[src/rtl/hazard_ctrl_unit.sv]
// Load-use / busy / redirect hazard control between the ID and EX stages.
// Pipeline enables and flushes are combinational; a small FSM stretches load-use stalls.
module hazard_ctrl_unit #(
  parameter int ADDR_W            = 5,
  parameter int LOAD_STALL_CYCLES = 1,
  parameter int CNT_W             = 16
) (
  input  logic              clk_i,
  input  logic              rst_i,
  input  logic [ADDR_W-1:0] id_rs1_i,
  input  logic [ADDR_W-1:0] id_rs2_i,
  input  logic              id_rs1_used_i,
  input  logic              id_rs2_used_i,
  input  logic [ADDR_W-1:0] ex_rd_i,
  input  logic              ex_mem_read_i,
  input  logic              ex_busy_i,
  input  logic              ex_redirect_i,
  input  logic              perf_clr_i,
  output logic              pc_write_o,
  output logic              if_id_write_o,
  output logic              if_id_flush_o,
  output logic              id_ex_write_o,
  output logic              id_ex_flush_o,
  output logic              stall_active_o,
  output logic [CNT_W-1:0]  stall_cycles_o
);

  typedef enum logic {
    S_IDLE,
    S_LSTALL
  } state_e;

  localparam bit       MULTI_STALL = (LOAD_STALL_CYCLES > 1);
  localparam logic [2:0] REM_INIT  = 3'(LOAD_STALL_CYCLES - 1);

  state_e           state_q, state_d;
  logic [2:0]       rem_q, rem_d;
  logic [CNT_W-1:0] cnt_q, cnt_d;
  logic             lu;
  logic             rs1_hit, rs2_hit;

  // x0 is hard-wired zero, so a load targeting it never creates a dependency.
  assign rs1_hit = id_rs1_used_i && (ex_rd_i == id_rs1_i);
  assign rs2_hit = id_rs2_used_i && (ex_rd_i == id_rs2_i);
  assign lu      = ex_mem_read_i && (ex_rd_i != '0) && (rs1_hit || rs2_hit);

  always_comb begin
    state_d       = state_q;
    rem_d         = rem_q;
    pc_write_o    = 1'b1;
    if_id_write_o = 1'b1;
    if_id_flush_o = 1'b0;
    id_ex_write_o = 1'b1;
    id_ex_flush_o = 1'b0;

    if (ex_redirect_i) begin
      if_id_flush_o = 1'b1;
      id_ex_flush_o = 1'b1;
      state_d       = S_IDLE;
      rem_d         = 3'd0;
    end else if (ex_busy_i) begin
      pc_write_o    = 1'b0;
      if_id_write_o = 1'b0;
      id_ex_write_o = 1'b0;
    end else if (state_q == S_LSTALL) begin
      pc_write_o    = 1'b0;
      if_id_write_o = 1'b0;
      id_ex_flush_o = 1'b1;
      rem_d         = rem_q - 3'd1;
      if (rem_q == 3'd1) begin
        state_d = S_IDLE;
      end
    end else if (lu) begin
      pc_write_o    = 1'b0;
      if_id_write_o = 1'b0;
      id_ex_flush_o = 1'b1;
      if (MULTI_STALL) begin
        state_d = S_LSTALL;
        rem_d   = REM_INIT;
      end
    end
  end

  assign stall_active_o = ~pc_write_o;

  always_comb begin
    cnt_d = cnt_q;
    if (perf_clr_i) begin
      cnt_d = '0;
    end else if (stall_active_o && (cnt_q != '1)) begin
      cnt_d = cnt_q + 1'b1;
    end
  end

  always_ff @(posedge clk_i or posedge rst_i) begin
    if (rst_i) begin
      state_q <= S_IDLE;
      rem_q   <= 3'd0;
      cnt_q   <= '0;
    end else begin
      state_q <= state_d;
      rem_q   <= rem_d;
      cnt_q   <= cnt_d;
    end
  end

  assign stall_cycles_o = cnt_q;

endmodule

[config.mk]
export PLATFORM = sky130hd
export DESIGN_NAME = hazard_ctrl_unit
export DESIGN_NICKNAME = d
export VERILOG_FILES = /design/src/rtl/hazard_ctrl_unit.sv
export SDC_FILE = /design/constraint.sdc
export NUM_CORES = 1
export LEC_CHECK = 0
export CORE_ASPECT_RATIO = 1.2
export CORE_MARGIN = 2
export CORE_UTILIZATION = 46
export CTS_CLUSTER_DIAMETER = 100
export DETAILED_ROUTE_END_ITERATION = 16
export GPL_TIMING_DRIVEN = 0
export PLACE_DENSITY = 0.8
export RECOVER_POWER = 25
export REMOVE_ABC_BUFFERS = 1
export SETUP_SLACK_MARGIN = 0.1
export SLEW_MARGIN = 20
export SYNTH_ARGS = -nofsm -noshare
export SYNTH_HDL_FRONTEND = slang
export SYNTH_SLANG_ARGS = --single-unit
[constraint.sdc]
create_clock -name clk_i -period 2.6 [get_ports clk_i]
set_clock_uncertainty 0.05 [all_clocks]
set_input_delay 0.26 -clock clk_i [delete_from_list [all_inputs] [get_ports clk_i]]
set_output_delay 0.26 -clock clk_i [all_outputs]
set_load 0.05 [all_outputs]
==> flow_summary.rst, run 1 <==
.. list-table::
   :header-rows: 1

   * - Metric
     - Value
   * - Cell types with the largest area share after synthesis
     - sky130_fd_sc_hd__dfrtp_1, sky130_fd_sc_hd__xnor2_1, sky130_fd_sc_hd__a21oi_2
   * - CP max-delay cell
     - sky130_fd_sc_hd__or4_4
   * - Share of async-settable or async-resettable flops after synthesis
     - 100%
   * - Highest cell delay on the worst timing path
     - 0.52 ns
   * - Vias in the first global route
     - 1,274
   * - Tcrit/Tclk final
     - 93.1%
   * - Input/output buffers
     - 44
   * - NumNets Final
     - 219
   * - Final Max Slew Viols
     - 0
   * - Cells on worst reg2reg path
     - 6
   * - Number of I/O pins
     - 45
   * - Cell at the root of the clock tree
     - sky130_fd_sc_hd__clkbuf_4
   * - Required time reported for the critical path endpoint
     - 2.29 ns
   * - Post-DR wirelength/cell
     - 15.5 um
   * - Clock transition at path regs
     - 0.11 ns
   * - Kind of critical path
     - in2out
   * - Share of synthesized area occupied by flip-flops and latches
     - 35.3%
   * - Antenna violations before repair
     - 0
   * - Total non-filler cell area in the finished layout
     - 0.00192 sq mm
   * - R2R setup slack
     - 0.29 ns
   * - Post-detailed-route DRC marker count
     - 0
   * - Maximum clock insertion buffer count
     - 2
   * - Synth top area share
     - 35.3%
   * - Cell type with the largest total area after synthesis
     - sky130_fd_sc_hd__dfrtp_1
   * - Top library cells by usage in the layout, fill and taps aside
     - sky130_fd_sc_hd__clkdlybuf4s50_1, sky130_fd_sc_hd__dfrtp_1, sky130_fd_sc_hd__xnor2_1
   * - CTS sink count
     - 20
   * - Placeable core region
     - 0.00300 sq mm
   * - Area enclosed by the die boundary
     - 0.00354 sq mm
   * - Startpoint of the worst-slack reg-to-reg timing path
     - stall_cycles_o[0]
   * - Gate Count Post-Synth
     - 150
   * - Yosys reg bits
     - 20
   * - Number of buffers created by CTS
     - 3
   * - Overflow after GRT
     - 0
   * - Power per cell area
     - 319 mW/mm^2
   * - Startpoint types
     - input port
   * - Post-synthesis cell area
     - 0.00142 sq mm
   * - Number of DRC markers in iteration 0
     - 25
   * - Run status
     - finished, final reports clean
   * - Max_slew headroom
     - 41.1%
   * - F_max
     - 0.413 GHz
   * - Post-DP Area
     - 0.00185 sq mm
   * - Wire length of the first global-routing pass
     - 5530 um
   * - Setup Viol. Count Final
     - 0
   * - Clk_lat worst skew
     - 0.31 ns
   * - Number of H-tree branching levels
     - 1
   * - Reg-to-reg endpoint
     - stall_cycles_o[14]
   * - Final min period
     - 2.42 ns
   * - Buf/Inv on CP
     - 4
   * - Hold-fix buffer count after cts
     - 0
   * - Post-synth EDFFs
     - 0
   * - Length of the first detailed-routing pass in iterations
     - 5
   * - Crit path DAT
     - 2.11 ns
   * - GR Util All Layers
     - 21.0%
   * - Proportion of layout cells with a drive suffix above 1
     - 20.9%
   * - Number of distinct standard cells referenced by the synthesized netlist
     - 40
   * - Commonest register cell after synthesis
     - sky130_fd_sc_hd__dfrtp_1
   * - TritonCTS clock tree
     - yes
   * - Placement row count
     - 22
   * - Via total after detailed routing
     - 1,339
   * - Filler instances
     - 266
   * - Pin slew with the least headroom to its limit
     - 0.880 ns
   * - Growth of design area from synthesis to finish
     - 35.6%
   * - Initial Util
     - 47.2%
   * - Final core occ
     - 64.0%
   * - Number of vias per cell after detailed routing
     - 5.90
   * - Final weighted congestion in routability-driven placement
     - 0.770
   * - Peak supply drop
     - 0.293 mV
   * - Chain of cells forming the critical path
     - clkdlybuf4s50_1 -> or4_4 -> o21ai_4 -> inv_2 -> a211o_4 -> nand2b_4 -> inv_1 -> buf_4
   * - Largest net degree at the start of global routing
     - 21
   * - Mean instance size in the synthesized netlist
     - 9.44 sq um
   * - Worst-path fanout max
     - 3
   * - Unrepaired setup endpoints after global routing
     - false
   * - Post-DP HPWL
     - 2570 um
   * - CP endpoint kind
     - output port
   * - Height of the chip
     - 64.8 um
   * - Leading cell type in the layout, fill and taps excluded
     - sky130_fd_sc_hd__clkdlybuf4s50_1
   * - Area of all sequential standard cells
     - 500 sq um
   * - Count of nets left with antenna violations after detail routing
     - 0
   * - Max cap viols
     - 0
   * - Cell family with most CP delay
     - buffers and inverters
   * - Min-delay worst type
     - in2async
   * - Final Hold Fails
     - 0
   * - Area taken by multi-input logic gates
     - 866 sq um
   * - DRT Wirelength
     - 3530 um
   * - Yosys warning count
     - 0
   * - Total leakage power
     - 0.710 nW
   * - Total inserted antenna cells
     - 0
   * - Die W
     - 54.7 um
-- cell usage after synthesis, types with 2 or more instances --
master and n:
sky130_fd_sc_hd__a21oi_1 6, sky130_fd_sc_hd__a21oi_2 9, sky130_fd_sc_hd__a41o_1 3, sky130_fd_sc_hd__and3_1 2
sky130_fd_sc_hd__buf_2 3, sky130_fd_sc_hd__buf_4 2, sky130_fd_sc_hd__clkbuf_1 2, sky130_fd_sc_hd__dfrtp_1 20
sky130_fd_sc_hd__ha_1 3, sky130_fd_sc_hd__inv_1 7, sky130_fd_sc_hd__mux2_2 3, sky130_fd_sc_hd__nand2_1 6
sky130_fd_sc_hd__nand2b_1 3, sky130_fd_sc_hd__nand3_1 9, sky130_fd_sc_hd__nand4_1 8, sky130_fd_sc_hd__nor2_1 11
sky130_fd_sc_hd__nor2b_1 5, sky130_fd_sc_hd__o2111ai_1 3, sky130_fd_sc_hd__o21ai_2 2, sky130_fd_sc_hd__o31ai_1 7
sky130_fd_sc_hd__or4_1 2, sky130_fd_sc_hd__or4_2 6, sky130_fd_sc_hd__xnor2_1 11
-- report_power, final --
group | total [mW] | switching (mW) | leakage [nW] | internal, mW
Clock | 0.149 | 0.0948 | 0.0138 | 0.0542
Sequential | 0.315 | 0.00252 | 0.279 | 0.312
Combinational | 0.148 | 0.0822 | 0.418 | 0.0656
-- kinds of logic after synthesis --
kind of cell	share of synthesized area, %
and+or+nand+nor	23.1
AOI/OAI and AO/OA	22.4
muxes	3.44
adders and majority gates	2.65
xor gates and xnor gates	7.42
buffers and inverters	5.56
DFF	35.3
-- layer usage --
metal  vias to the layer above  wire [um]  share of wire, %  track usage, %
li1                        647          -                 -               -
met1                       627       1390                39            25.0
met2                        58       1780                50            37.1
met3                         7        311               8.8            3.23
met4                         0         51               1.4            6.56
met5                         -          0                 0               0
-- flip-flops by register name (all words and copies together), names as in the netlist --
name,flops
rem_q,3
stall_cycles_o,16
state_q,1
-- area by class of cell --
cell class	instances	area share [%]
Inverter	8	1.56
Timing Repair Buffer	46	23.8
Sequential cell	20	26.1
Multi-Input combinational cell	114	45.1
Tap cell	36	2.35
Clock buffer	3	1.17
-- how the worst max path moves through the flow --
stage | to | slack (ns) | cells after the start | startpoint
3_5_place_dp | if_id_write_o | -0.65 | 7 | ex_rd_i[3]
2_1_floorplan | stall_active_o | -0.32 | 6 | ex_rd_i[0]
4_1_cts | stall_cycles_o[15] | 0.11 | 7 | ex_rd_i[0]
3_3_place_gp | if_id_write_o | -0.61 | 7 | ex_rd_i[0]
5_1_grt | stall_active_o | 0.10 | 8 | ex_rd_i[2]
6_report | stall_active_o | 0.18 | 8 | ex_rd_i[2]
-- through the flow --
step / TNS, ns / setup slack (ns) / hold slack, ns / power (mW) / cells
6_report: 0 / 0.179 / 0.476 / 0.612 / 227
5_1_grt: 0 / 0.102 / 0.507 / 0.644 / 227
4_1_cts: 0 / 0.105 / 0.356 / 0.613 / 226
3_5_place_dp: -3.70 / -0.647 / 0.491 / 0.462 / 222
3_3_place_gp: -2.97 / -0.615 / 0.479 / 0.458 / 222
2_1_floorplan: -0.325 / -0.325 / 0.174 / 0.388 / 142
-- repair_timing --
item | 4_1_cts | 5_1_grt
resized for setup | 23 | 5
endpoints found under the setup margin | 5 | 16
pin swaps | 1 | 1
buffers inserted | 1 | 1
hold endpoints to repair | 0 | 0
Note: power is estimated with default switching activity, not from simulation.
==> inputs of run 2 (changes only) <==
- CORE_MARGIN: 2 -> default
- CORE_UTILIZATION: 46 -> 42
- PLACE_DENSITY: 0.8 -> 0.77
- clock period: 2.6 -> 1.95 ns (I/O delays scaled with it)
==> run 2 against run 1 <==
Effect of this change: the run now ends with setup timing left; register-to-register slack lost 0.26 ns; die area rose by 1.9%; core utilization up 13 points; design area up 25%; sequential power rose by 33%; routed wire length is 38% higher; via count grew 19%; clock power increased by 69%; sequential cell count did not move; cell count rose by 12%.
==> flow_summary.rst, run 2 (synthesis results as in run 1) <==
.. list-table::
   :header-rows: 1

   * - Metric
     - Value
   * - NumNets Final
     - 245 (+12%)
   * - Cell at the root of the clock tree
     - sky130_fd_sc_hd__clkbuf_4
   * - Number of H-tree branching levels
     - 1 (unchanged)
   * - Kind of critical path
     - in2out
   * - Layer carrying the most global-route usage
     - met2
   * - Max_slew headroom
     - 36.9% (-4.2 points)
   * - Most frequent cell on the critical path
     - sky130_fd_sc_hd__inv_2
   * - Pin slew with the least headroom to its limit
     - 0.943 ns (+0.0631 ns)
   * - Crit path DAT
     - 1.71 ns (-0.40 ns)
   * - Cells on worst reg2reg path
     - 7 (+1)
   * - Buf/Inv on CP
     - 4 (unchanged)
   * - Peak supply drop
     - 0.434 mV (+48%)
   * - Top library cells by usage in the layout, fill and taps aside
     - sky130_fd_sc_hd__dfrtp_1, sky130_fd_sc_hd__buf_4, sky130_fd_sc_hd__dlygate4sd2_1, sky130_fd_sc_hd__buf_6, sky130_fd_sc_hd__dlymetal6s2s_1
   * - Startpoint of the worst-slack reg-to-reg timing path
     - stall_cycles_o[1]
   * - Overflow after GRT
     - 0 (unchanged)
   * - Count of nets left with antenna violations after detail routing
     - 0 (unchanged)
   * - Required time reported for the critical path endpoint
     - 1.70 ns (-0.59 ns)
   * - CP endpoint kind
     - output port
   * - Filler instances
     - 220 (-17%)
   * - Met3 usage
     - 6.02% (+2.8 points)
   * - Crit path from
     - ex_rd_i[4]
   * - Reg-to-reg endpoint
     - stall_cycles_o[3]
   * - Overall power consumption
     - 921 uW (+51%)
   * - Post-DR wirelength/cell
     - 19.1 um (+23%)
   * - Area enclosed by the die boundary
     - 0.00361 sq mm (+1.9%)
   * - Number of I/O pins
     - 45 (unchanged)
   * - Placement row count
     - 22 (unchanged)
   * - Length of the first detailed-routing pass in iterations
     - 4 (-1)
   * - Vias in the first global route
     - 1,607 (+26%)
   * - Growth of design area from synthesis to finish
     - 69.7%
   * - Met1 global-route usage
     - 32.2% (+7.2 points)
   * - GR Util All Layers
     - 27.7% (+6.7 points)
   * - Total leakage power
     - 1.14 nW (+60%)
   * - Number of DRC markers in iteration 0
     - 45 (+80%)
   * - DRT Wirelength
     - 4860 um (+38%)
   * - Initial Util
     - 45.1% (-2.1 points)
   * - CP max-delay cell
     - sky130_fd_sc_hd__or4_4
   * - Startpoint types
     - input port
   * - Final cell count without fillers
     - 254 (+12%)
   * - Maximum clock insertion buffer count
     - 2 (unchanged)
   * - Post-route worst hold slack
     - 0.319 ns (-0.157 ns)
   * - Number of buffers created by CTS
     - 3 (unchanged)
   * - TNS Setup
     - -0.000394 ns (-0.000394 ns)
   * - Worst-path fanout max
     - 3 (unchanged)
   * - Leading cell type in the layout, fill and taps excluded
     - sky130_fd_sc_hd__dfrtp_1
   * - Total non-filler cell area in the finished layout
     - 0.00240 sq mm (+25%)
   * - Setup Viol. Count Final
     - 1 (+1)
   * - TritonCTS clock tree
     - yes
   * - Final weighted congestion in routability-driven placement
     - 0.767 (-0.30%)
   * - Post-detailed-route DRC marker count
     - 0 (unchanged)
   * - Number of vias per cell after detailed routing
     - 6.25 (+6.0%)
   * - R2R setup slack
     - 0.03 ns (-0.26 ns)
   * - F_max
     - 0.513 GHz
   * - Cell family with most CP delay
     - simple AND/OR/NAND/NOR gates
   * - Height of the chip
     - 65.6 um (+1.3%)
   * - Final core occ
     - 76.6% (+13 points)
   * - Chain of cells forming the critical path
     - buf_8 -> or4_4 -> o21ai_4 -> inv_2 -> a211o_4 -> nand2b_4 -> inv_2 -> buf_6
   * - Unrepaired setup endpoints after global routing
     - true
   * - Final Max Slew Viols
     - 0 (unchanged)
   * - End of the critical path
     - stall_active_o
   * - Largest net degree at the start of global routing
     - 21 (unchanged)
   * - Violations in the final reports
     - setup timing
   * - Number of flip-flops in the largest register
     - 16 (unchanged)
   * - Tcrit/Tclk final
     - 100%
   * - Via total after detailed routing
     - 1,588 (+19%)
   * - Run status
     - finished with violations
   * - Post-DP HPWL
     - 2680 um (+4.3%)
   * - Input/output buffers
     - 44 (unchanged)
   * - Final Hold Fails
     - 0 (unchanged)
   * - Clk_lat worst skew
     - 0.31 ns (about the same)
   * - Clock transition at path regs
     - 0.12 ns (about the same)
   * - Number of cells on the critical path
     - 8 (unchanged)
   * - Min-delay worst type
     - in2reg
   * - Final setup margin
     - -0.000394 ns (-0.179 ns)
   * - Placeable core region
     - 0.00314 sq mm (+4.6%)
   * - CTS sink count
     - 20 (unchanged)
   * - Highest cell delay on the worst timing path
     - 0.54 ns (+0.02 ns)
   * - Wire length of the first global-routing pass
     - 7260 um (+31%)
   * - Total inserted antenna cells
     - 0 (unchanged)
   * - Max cap viols
     - 0 (unchanged)
   * - Post-DP Area
     - 0.00185 sq mm (unchanged)
   * - Antenna violations before repair
     - 0 (unchanged)
   * - Post-Place Setup Slack
     - -1.18 ns (-0.530 ns)
   * - Final min period
     - 1.95 ns
   * - M2 GR Usage
     - 45.8% (+8.7 points)
   * - Power per cell area
     - 383 mW/mm^2 (+20%)
   * - Placed Instances
     - 222 (unchanged)
   * - Die W
     - 55.0 um (+0.65%)
   * - Proportion of layout cells with a drive suffix above 1
     - 44.0% (+23 points)
==> run 2: what timing repair did <==
item / CTS / global route
buffers inserted: 21 / 6
gates cloned: 1 / 0
gates resized for setup: 109 / 42
pin swaps: 31 / 20
hold buffers: 0 / 0
setup endpoints to repair: 26 / 30
endpoints found under the hold margin: 0 / 0
==> run 2: per-layer routing <==
layer | vias up | share of wire [%]
met4 | 0 | 3.2
met5 | - | 0
met2 | 85 | 53
met3 | 22 | 7.2
met1 | 779 | 36
li1 | 702 | -
==> run 2: worst min path at each step <==
stage / from / to / cells after the start
2_1_floorplan: rst_i / rem_q[0] / 1
3_3_place_gp: rem_q[2] / rem_q[2] / 2
3_5_place_dp: rem_q[1] / rem_q[1] / 2
4_1_cts: rst_i / stall_cycles_o[8] / 2
5_1_grt: ex_redirect_i / rem_q[0] / 2
6_report: ex_redirect_i / rem_q[0] / 2
==> run 2: area by class of cell <==
class,instances,area [sq um],share of cell area [%]
clock buffer,4,36.3,1.51
inverter,8,30.0,1.25
multi-input combinational,115,1090,45.3
sequential,20,502,20.9
tap,36,45.0,1.87
timing repair buffer,71,702,29.2
==> run 2: report_power, final <==
group          switching, mW  internal, mW
clock network          0.137         0.114
registers            0.00151         0.417
logic                  0.135         0.116
